--- config.mk ---
export PLATFORM = sky130hd
export DESIGN_NAME = grid_move_writer
export DESIGN_NICKNAME = d
export VERILOG_FILES = /design/src/rtl/grid_move_writer.sv
export SDC_FILE = /design/constraint.sdc
export NUM_CORES = 1
export LEC_CHECK = 0
export CAP_MARGIN = 0
export CORE_UTILIZATION = 35
export DETAILED_ROUTE_END_ITERATION = 12
export PLACE_DENSITY = 0.63
export SYNTH_ARGS = -nofsm -noshare
export SYNTH_HDL_FRONTEND = slang
export SYNTH_SLANG_ARGS = --single-unit
export TNS_END_PERCENT = 5
--- constraint.sdc ---
create_clock -name clock -period 2.6 [get_ports clock]
set_input_delay 0.78 -clock clock [delete_from_list [all_inputs] [get_ports clock]]
set_output_delay 0.78 -clock clock [all_outputs]
set_load 0.02 [all_outputs]
--- src/rtl/grid_move_writer.sv ---
// 3x3 tic-tac-toe board owner: cursor movement, turn alternation, win/draw
// detection, and a req/ack hand-off of each changed cell to the drawing path.
module grid_move_writer (
   input  logic        clock,
   input  logic        resetn,
   input  logic        key_up,
   input  logic        key_down,
   input  logic        key_left,
   input  logic        key_right,
   input  logic        key_place,
   input  logic        key_clear,
   input  logic        draw_ack,
   output logic [17:0] grid,
   output logic [1:0]  cur_x,
   output logic [1:0]  cur_y,
   output logic        turn,
   output logic        draw_req,
   output logic [1:0]  draw_x,
   output logic [1:0]  draw_y,
   output logic        full_redraw,
   output logic        illegal,
   output logic        game_over,
   output logic [1:0]  winner,
   output logic [2:0]  dbg_state
);

   typedef enum logic [2:0] {
      S_IDLE  = 3'd0,
      S_WRITE = 3'd1,
      S_CHECK = 3'd2,
      S_DRAW  = 3'd3,
      S_OVER  = 3'd4
   } state_t;

   state_t      state_q, state_d;
   logic [17:0] grid_q, grid_d;
   logic [1:0]  cur_x_q, cur_x_d;
   logic [1:0]  cur_y_q, cur_y_d;
   logic [1:0]  cell_x_q, cell_x_d;
   logic [1:0]  cell_y_q, cell_y_d;
   logic        turn_q, turn_d;
   logic        full_redraw_q, full_redraw_d;
   logic        illegal_q, illegal_d;
   logic        game_over_q, game_over_d;
   logic [1:0]  winner_q, winner_d;
   logic [5:0]  keys_prev_q;

   logic [5:0]  keys, key_edge;
   logic        e_clear, e_place, e_up, e_down, e_left, e_right;
   logic [3:0]  cur_idx, cell_idx;
   logic [4:0]  cur_pos, cell_pos;
   logic        cur_occupied;
   logic [1:0]  cell_v [9];
   logic [1:0]  line_v [8];
   logic [1:0]  win_mark;
   logic        board_full;
   logic        do_clear;

   assign keys     = {key_clear, key_place, key_up, key_down, key_left, key_right};
   assign key_edge = keys & ~keys_prev_q;
   assign e_clear  = key_edge[5];
   assign e_place  = key_edge[4];
   assign e_up     = key_edge[3];
   assign e_down   = key_edge[2];
   assign e_left   = key_edge[1];
   assign e_right  = key_edge[0];

   // Cell (r,c) occupies bits [2*(3r+c) +: 2] of the packed grid.
   assign cur_idx      = 4'(cur_x_q) * 4'd3 + 4'(cur_y_q);
   assign cell_idx     = 4'(cell_x_q) * 4'd3 + 4'(cell_y_q);
   assign cur_pos      = {cur_idx, 1'b0};
   assign cell_pos     = {cell_idx, 1'b0};
   assign cur_occupied = (grid_q[cur_pos +: 2] != 2'd0);

   function automatic logic [1:0] line_mark(input logic [1:0] a, input logic [1:0] b,
                                            input logic [1:0] c);
      return ((a != 2'd0) && (a == b) && (b == c)) ? a : 2'd0;
   endfunction

   always_comb begin
      for (int i = 0; i < 9; i++) cell_v[i] = grid_q[2*i +: 2];
      line_v[0] = line_mark(cell_v[0], cell_v[1], cell_v[2]);
      line_v[1] = line_mark(cell_v[3], cell_v[4], cell_v[5]);
      line_v[2] = line_mark(cell_v[6], cell_v[7], cell_v[8]);
      line_v[3] = line_mark(cell_v[0], cell_v[3], cell_v[6]);
      line_v[4] = line_mark(cell_v[1], cell_v[4], cell_v[7]);
      line_v[5] = line_mark(cell_v[2], cell_v[5], cell_v[8]);
      line_v[6] = line_mark(cell_v[0], cell_v[4], cell_v[8]);
      line_v[7] = line_mark(cell_v[2], cell_v[4], cell_v[6]);
      win_mark   = 2'd0;
      board_full = 1'b1;
      for (int i = 0; i < 8; i++) if (win_mark == 2'd0) win_mark = line_v[i];
      for (int i = 0; i < 9; i++) if (cell_v[i] == 2'd0) board_full = 1'b0;
   end

   always_comb begin
      state_d       = state_q;
      grid_d        = grid_q;
      cur_x_d       = cur_x_q;
      cur_y_d       = cur_y_q;
      cell_x_d      = cell_x_q;
      cell_y_d      = cell_y_q;
      turn_d        = turn_q;
      game_over_d   = game_over_q;
      winner_d      = winner_q;
      full_redraw_d = 1'b0;
      illegal_d     = 1'b0;
      do_clear      = 1'b0;

      unique case (state_q)
         S_IDLE: begin
            // One action per cycle; lower-priority edges this cycle are dropped.
            if (e_clear) begin
               do_clear = 1'b1;
            end else if (e_place) begin
               if (cur_occupied) begin
                  illegal_d = 1'b1;
               end else begin
                  cell_x_d = cur_x_q;
                  cell_y_d = cur_y_q;
                  state_d  = S_WRITE;
               end
            end else if (e_up) begin
               if (cur_x_q != 2'd0) cur_x_d = cur_x_q - 2'd1;
            end else if (e_down) begin
               if (cur_x_q != 2'd2) cur_x_d = cur_x_q + 2'd1;
            end else if (e_left) begin
               if (cur_y_q != 2'd0) cur_y_d = cur_y_q - 2'd1;
            end else if (e_right) begin
               if (cur_y_q != 2'd2) cur_y_d = cur_y_q + 2'd1;
            end
         end
         S_WRITE: begin
            grid_d[cell_pos +: 2] = turn_q ? 2'd2 : 2'd1;
            state_d = S_CHECK;
         end
         S_CHECK: begin
            if (win_mark != 2'd0) begin
               winner_d    = win_mark;
               game_over_d = 1'b1;
            end else if (board_full) begin
               game_over_d = 1'b1;
            end else begin
               turn_d = ~turn_q;
            end
            state_d = S_DRAW;
         end
         S_DRAW: begin
            if (draw_ack) state_d = game_over_q ? S_OVER : S_IDLE;
         end
         S_OVER: begin
            if (e_clear) do_clear = 1'b1;
         end
         default: state_d = S_IDLE;
      endcase

      if (do_clear) begin
         grid_d        = '0;
         cur_x_d       = 2'd0;
         cur_y_d       = 2'd0;
         turn_d        = 1'b0;
         winner_d      = 2'd0;
         game_over_d   = 1'b0;
         full_redraw_d = 1'b1;
         state_d       = S_IDLE;
      end
   end

   // Key history updates in every state, so edges outside IDLE are consumed.
   always_ff @(posedge clock or negedge resetn) begin
      if (!resetn) begin
         state_q       <= S_IDLE;
         grid_q        <= '0;
         cur_x_q       <= 2'd0;
         cur_y_q       <= 2'd0;
         cell_x_q      <= 2'd0;
         cell_y_q      <= 2'd0;
         turn_q        <= 1'b0;
         full_redraw_q <= 1'b0;
         illegal_q     <= 1'b0;
         game_over_q   <= 1'b0;
         winner_q      <= 2'd0;
         keys_prev_q   <= '0;
      end else begin
         state_q       <= state_d;
         grid_q        <= grid_d;
         cur_x_q       <= cur_x_d;
         cur_y_q       <= cur_y_d;
         cell_x_q      <= cell_x_d;
         cell_y_q      <= cell_y_d;
         turn_q        <= turn_d;
         full_redraw_q <= full_redraw_d;
         illegal_q     <= illegal_d;
         game_over_q   <= game_over_d;
         winner_q      <= winner_d;
         keys_prev_q   <= keys;
      end
   end

   // Valid/ready contract: draw_req and draw_x/draw_y stay stable from entry
   // into DRAW until the edge at which draw_ack is sampled high.
   assign draw_req    = (state_q == S_DRAW);
   assign draw_x      = cell_x_q;
   assign draw_y      = cell_y_q;
   assign grid        = grid_q;
   assign cur_x       = cur_x_q;
   assign cur_y       = cur_y_q;
   assign turn        = turn_q;
   assign full_redraw = full_redraw_q;
   assign illegal     = illegal_q;
   assign game_over   = game_over_q;
   assign winner      = winner_q;
   assign dbg_state   = state_q;

endmodule
==> impl_metrics.tcl <==
set metrics [dict create \
    dieHeight_um 89.7 \
    clkPwrFrac_pct 9.6 \
    first_global_vias 2528 \
    final_critical_path_setup_slack_ns -0.196 \
    cts.reportedPaths.clkPinSlew_ns 0.08 \
    antenna_cells_inserted 0 \
    critical_path.max_fanout 4 \
    cts.htree.levels 2 \
    ratio_of_routed_vias_to_standard_cells 5.39 \
    detail-route-antenna-nets 0 \
    violations "negative setup slack" \
    core_area_um2 7330 \
    layout_skew_ns 0.0106 \
    synthesis.area_per_instance_um2 8.76 \
    post_synth_instance_area_um2 2690 \
    syn2layout_area_growth_pct 33.3 \
    cellLeakagePower_nw 1.57 \
    period_share_pct 108 \
    worst_skew_pair.late_latency_ns 0.30 \
    globalRoute.totalOverflow 0 \
    post_route_cells_drive_above_1_share_pct 18.2 \
    min-delay-path-class "input port to async pin" \
    num-nets-final 395 \
    cts_made_buffers 5 \
    ys_seq_elements 41 \
    detailedRoute.firstIterationViolations 133 \
    synthArstFlopShare_pct 100 \
    chipWidth_um 89.7 \
    depth_of_the_worst_register_to_register_path 10 \
    period_needed_ns 2.80 \
    synth-seq-area-share_pct 38.2 \
    synth-edff-count 0 \
    finish.utilization_pct 48.9 \
    share_of_power_burned_in_registers_pct 25.5 \
    drt_first_pass_iters 4 \
    kind_of_end_point_of_the_critical_path "flop" \
    fmax_mhz 358 \
    p_int_mw 2.30 \
    antenna_found_initial 0 \
    cts-root-buf "sky130_fd_sc_hd__clkbuf_8" \
    drv_slew 0 \
    pre_cts_slack_ns -0.251 \
    numClockSinks 41 \
    yosysWarnings 0 \
    switching_fraction_pct 47.4 \
    detail_route.drc_violations 0 \
    placedInstanceArea_um2 3420 \
    setup.reg_to_reg.worst_slack_ns -0.20 \
    power.switching_mw 2.07 \
    ir_worst_vdd_mv 0.713 \
    row_count 31 \
    rsz0062_at_grt "yes" \
    r2r-start "cur_x[0]$_DFFE_PN0P_" \
    overall_track_demand_over_capacity_in_global_routing_pct 20.3 \
    worst_setup_path_class "flop to flop" \
    synthDominantAreaCellType "sky130_fd_sc_hd__dfrtp_1" \
    tritoncts "done" \
    grt_pass1_wl_um 12400 \
    gp_congestion 0.893 \
    ios 45 \
    result_of_the_run "finished with violations" \
    die_area_um2 8040 \
    pwr-share-comb_pct 65.0 \
    cts-root-to-sink-buffers 2 \
    final-hold-violation-count 0 \
    critical_path_arrival_ns 2.98 \
    drt_wl_total_um 7420 \
    power-per-cell-area_nw_per_um2 1220 \
    post-dp-hpwl_um 5420 \
    synth.net_count 329 \
    port-buffer-count 44 \
    cts_stage_hold_buffer_count 0 \
    final_area_um2 3580 \
    worst_r2r_endpoint "draw_y[1]$_DFFE_PN0P_" \
    synth_cells 307 \
    initial_core_util_pct 36.7 \
    cp_data_required_time_ns 2.78 \
    worst_pin_slew_ns 0.433 \
    setup-violations-final 22 \
    yosysTopAreaCellShare_pct 38.2 \
    pin_count_of_the_biggest_net_entering_global_routing 18 \
    route.vias.total 2549 \
    cap_viol_max_count 0 \
    synth_area_leaders "sky130_fd_sc_hd__dfrtp_1 (38%), sky130_fd_sc_hd__ha_1 (4.2%), sky130_fd_sc_hd__nand2_1 (4.2%)" \
    drt-wirelength-per-cell_um 15.7 \
    synth_flop_cell "sky130_fd_sc_hd__dfrtp_1" \
    cp-start-kind "flop" \
    yosysUniqueCellTypes 53 \
    timing.max_slew.rel_slack_pct 70.9 \
]
==> cell type report <==
| type | count | area (um2) |
|---|---|---|
| inverter | 13 | 48.8 |
| multi-input combinational | 240 | 1650 |
| tap | 99 | 124 |
| sequential | 41 | 1030 |
| clock inverter | 3 | 17.5 |
| timing repair buffer | 72 | 649 |
| clock buffer | 5 | 68.8 |
| fill | 692 | 3750 |
==> registers in the layout, summed over array words and instances (netlist names) <==
signal,flops
turn,1
winner,2
cur_x,2
dbg_state,3
draw_y,2
game_over,1
grid,18
full_redraw,1
keys_prev_q,6
draw_x,2
illegal,1
cur_y,2
==> kinds of logic after synthesis <==
family,synth area share [%]
simple gates,27.1
compound gates,16.9
flops,38.2
buf+inv,3.77
mux,5.86
fa+ha+maj,7.17
xor+xnor,0.977
==> power groups by stage <==
stage | combinational (mW) | clock (mW) | sequential (mW)
final | 2.84 | 0.419 | 1.11
after global routing | 3.10 | 0.455 | 1.15
after CTS | 2.78 | 0.431 | 1.11
after detailed placement | 2.63 | 0 | 1.12
after global placement | 2.60 | 0 | 1.12
after floorplan | 1.53 | 0 | 1.15
==> through the flow <==
stage	instances	TNS [ns]	power, mW	hold WS, ns
floorplan	307	-1.26	2.68	0.484
global placement	465	-2.34	3.72	0.501
detailed placement	465	-3.21	3.75	0.501
CTS	473	-2.23	4.33	0.409
global route	473	-6.36	4.71	0.426
finish	473	-2.28	4.38	0.402
==> worst max-delay path, cell delays in order, from the launching register on <==
cell	delay, ns
sky130_fd_sc_hd__dfrtp_2	0.42
sky130_fd_sc_hd__fa_1	0.55
sky130_fd_sc_hd__ha_1	0.15
sky130_fd_sc_hd__inv_1	0.04
sky130_fd_sc_hd__fa_1	0.52
sky130_fd_sc_hd__o21ai_0	0.10
sky130_fd_sc_hd__o21ai_0	0.16
sky130_fd_sc_hd__nand2_1	0.08
sky130_fd_sc_hd__a21oi_2	0.26
sky130_fd_sc_hd__nor3b_4	0.09
sky130_fd_sc_hd__mux2_1	0.31
==> cells in the mapped netlist (4+ instances only) <==
master / instances
sky130_fd_sc_hd__nand3_1: 18
sky130_fd_sc_hd__and3_1: 11
sky130_fd_sc_hd__nor3_1: 19
sky130_fd_sc_hd__nand2_1: 30
sky130_fd_sc_hd__a21oi_1: 12
sky130_fd_sc_hd__dfrtp_1: 41
sky130_fd_sc_hd__mux2i_1: 9
sky130_fd_sc_hd__fa_1: 4
sky130_fd_sc_hd__ha_1: 9
sky130_fd_sc_hd__inv_1: 13
sky130_fd_sc_hd__nor2_1: 26
sky130_fd_sc_hd__and2_1: 4
sky130_fd_sc_hd__o21ai_0: 19
sky130_fd_sc_hd__clkbuf_1: 9
sky130_fd_sc_hd__a21boi_0: 4
sky130_fd_sc_hd__nor2b_1: 7
sky130_fd_sc_hd__or3_1: 8
sky130_fd_sc_hd__mux2_2: 5
sky130_fd_sc_hd__o21bai_1: 4
sky130_fd_sc_hd__o21a_1: 4
==> metal layers <==
metal | global-route usage [%] | up-vias | share of wire, % | wire (um)
met5 | 0 | - | 0 | 0
met3 | 3.02 | 15 | 5.1 | 376
met1 | 26.1 | 1215 | 44 | 3300
met2 | 35.1 | 80 | 49 | 3600
met4 | 6.78 | 0 | 2.0 | 148
li1 | - | 1239 | - | -
==> worst max path at each step <==
stage | endpoint | depth (start not counted) | slack [ns] | start
2_1_floorplan | grid[6]$_DFFE_PN0P_ | 10 | -0.18 | draw_x[0]$_DFFE_PN0P_
3_3_place_gp | grid[1]$_DFFE_PN0P_ | 10 | -0.19 | draw_x[0]$_DFFE_PN0P_
3_5_place_dp | grid[1]$_DFFE_PN0P_ | 10 | -0.25 | draw_x[0]$_DFFE_PN0P_
4_1_cts | draw_y[1]$_DFFE_PN0P_ | 10 | -0.20 | cur_x[0]$_DFFE_PN0P_
5_1_grt | grid[6]$_DFFE_PN0P_ | 10 | -0.36 | draw_y[1]$_DFFE_PN0P_
6_report | draw_y[1]$_DFFE_PN0P_ | 10 | -0.20 | cur_x[0]$_DFFE_PN0P_
==> cells in the final DEF, fill, tap and decap left out, types with 11 or more instances in the layout <==
cell type / synthesis / layout
sky130_fd_sc_hd__a21oi_1: 12 / 11
sky130_fd_sc_hd__and3_1: 11 / 11
sky130_fd_sc_hd__buf_4: 0 / 27
sky130_fd_sc_hd__clkdlybuf4s50_1: 0 / 43
sky130_fd_sc_hd__dfrtp_1: 41 / 39
sky130_fd_sc_hd__inv_1: 13 / 12
sky130_fd_sc_hd__nand2_1: 30 / 27
sky130_fd_sc_hd__nand3_1: 18 / 18
sky130_fd_sc_hd__nor2_1: 26 / 26
sky130_fd_sc_hd__nor3_1: 19 / 18
sky130_fd_sc_hd__o21ai_0: 19 / 18
==> timing repair <==
action | in CTS | in global routing
gates cloned | 0 | 0
gates resized for setup | 11 | 9
endpoints found under the hold margin | 0 | 0
setup buffers | 0 | 0
endpoints found under the setup margin | 23 | 24
pin swaps | 9 | 8
Note: power is estimated with default switching activity, not from simulation.
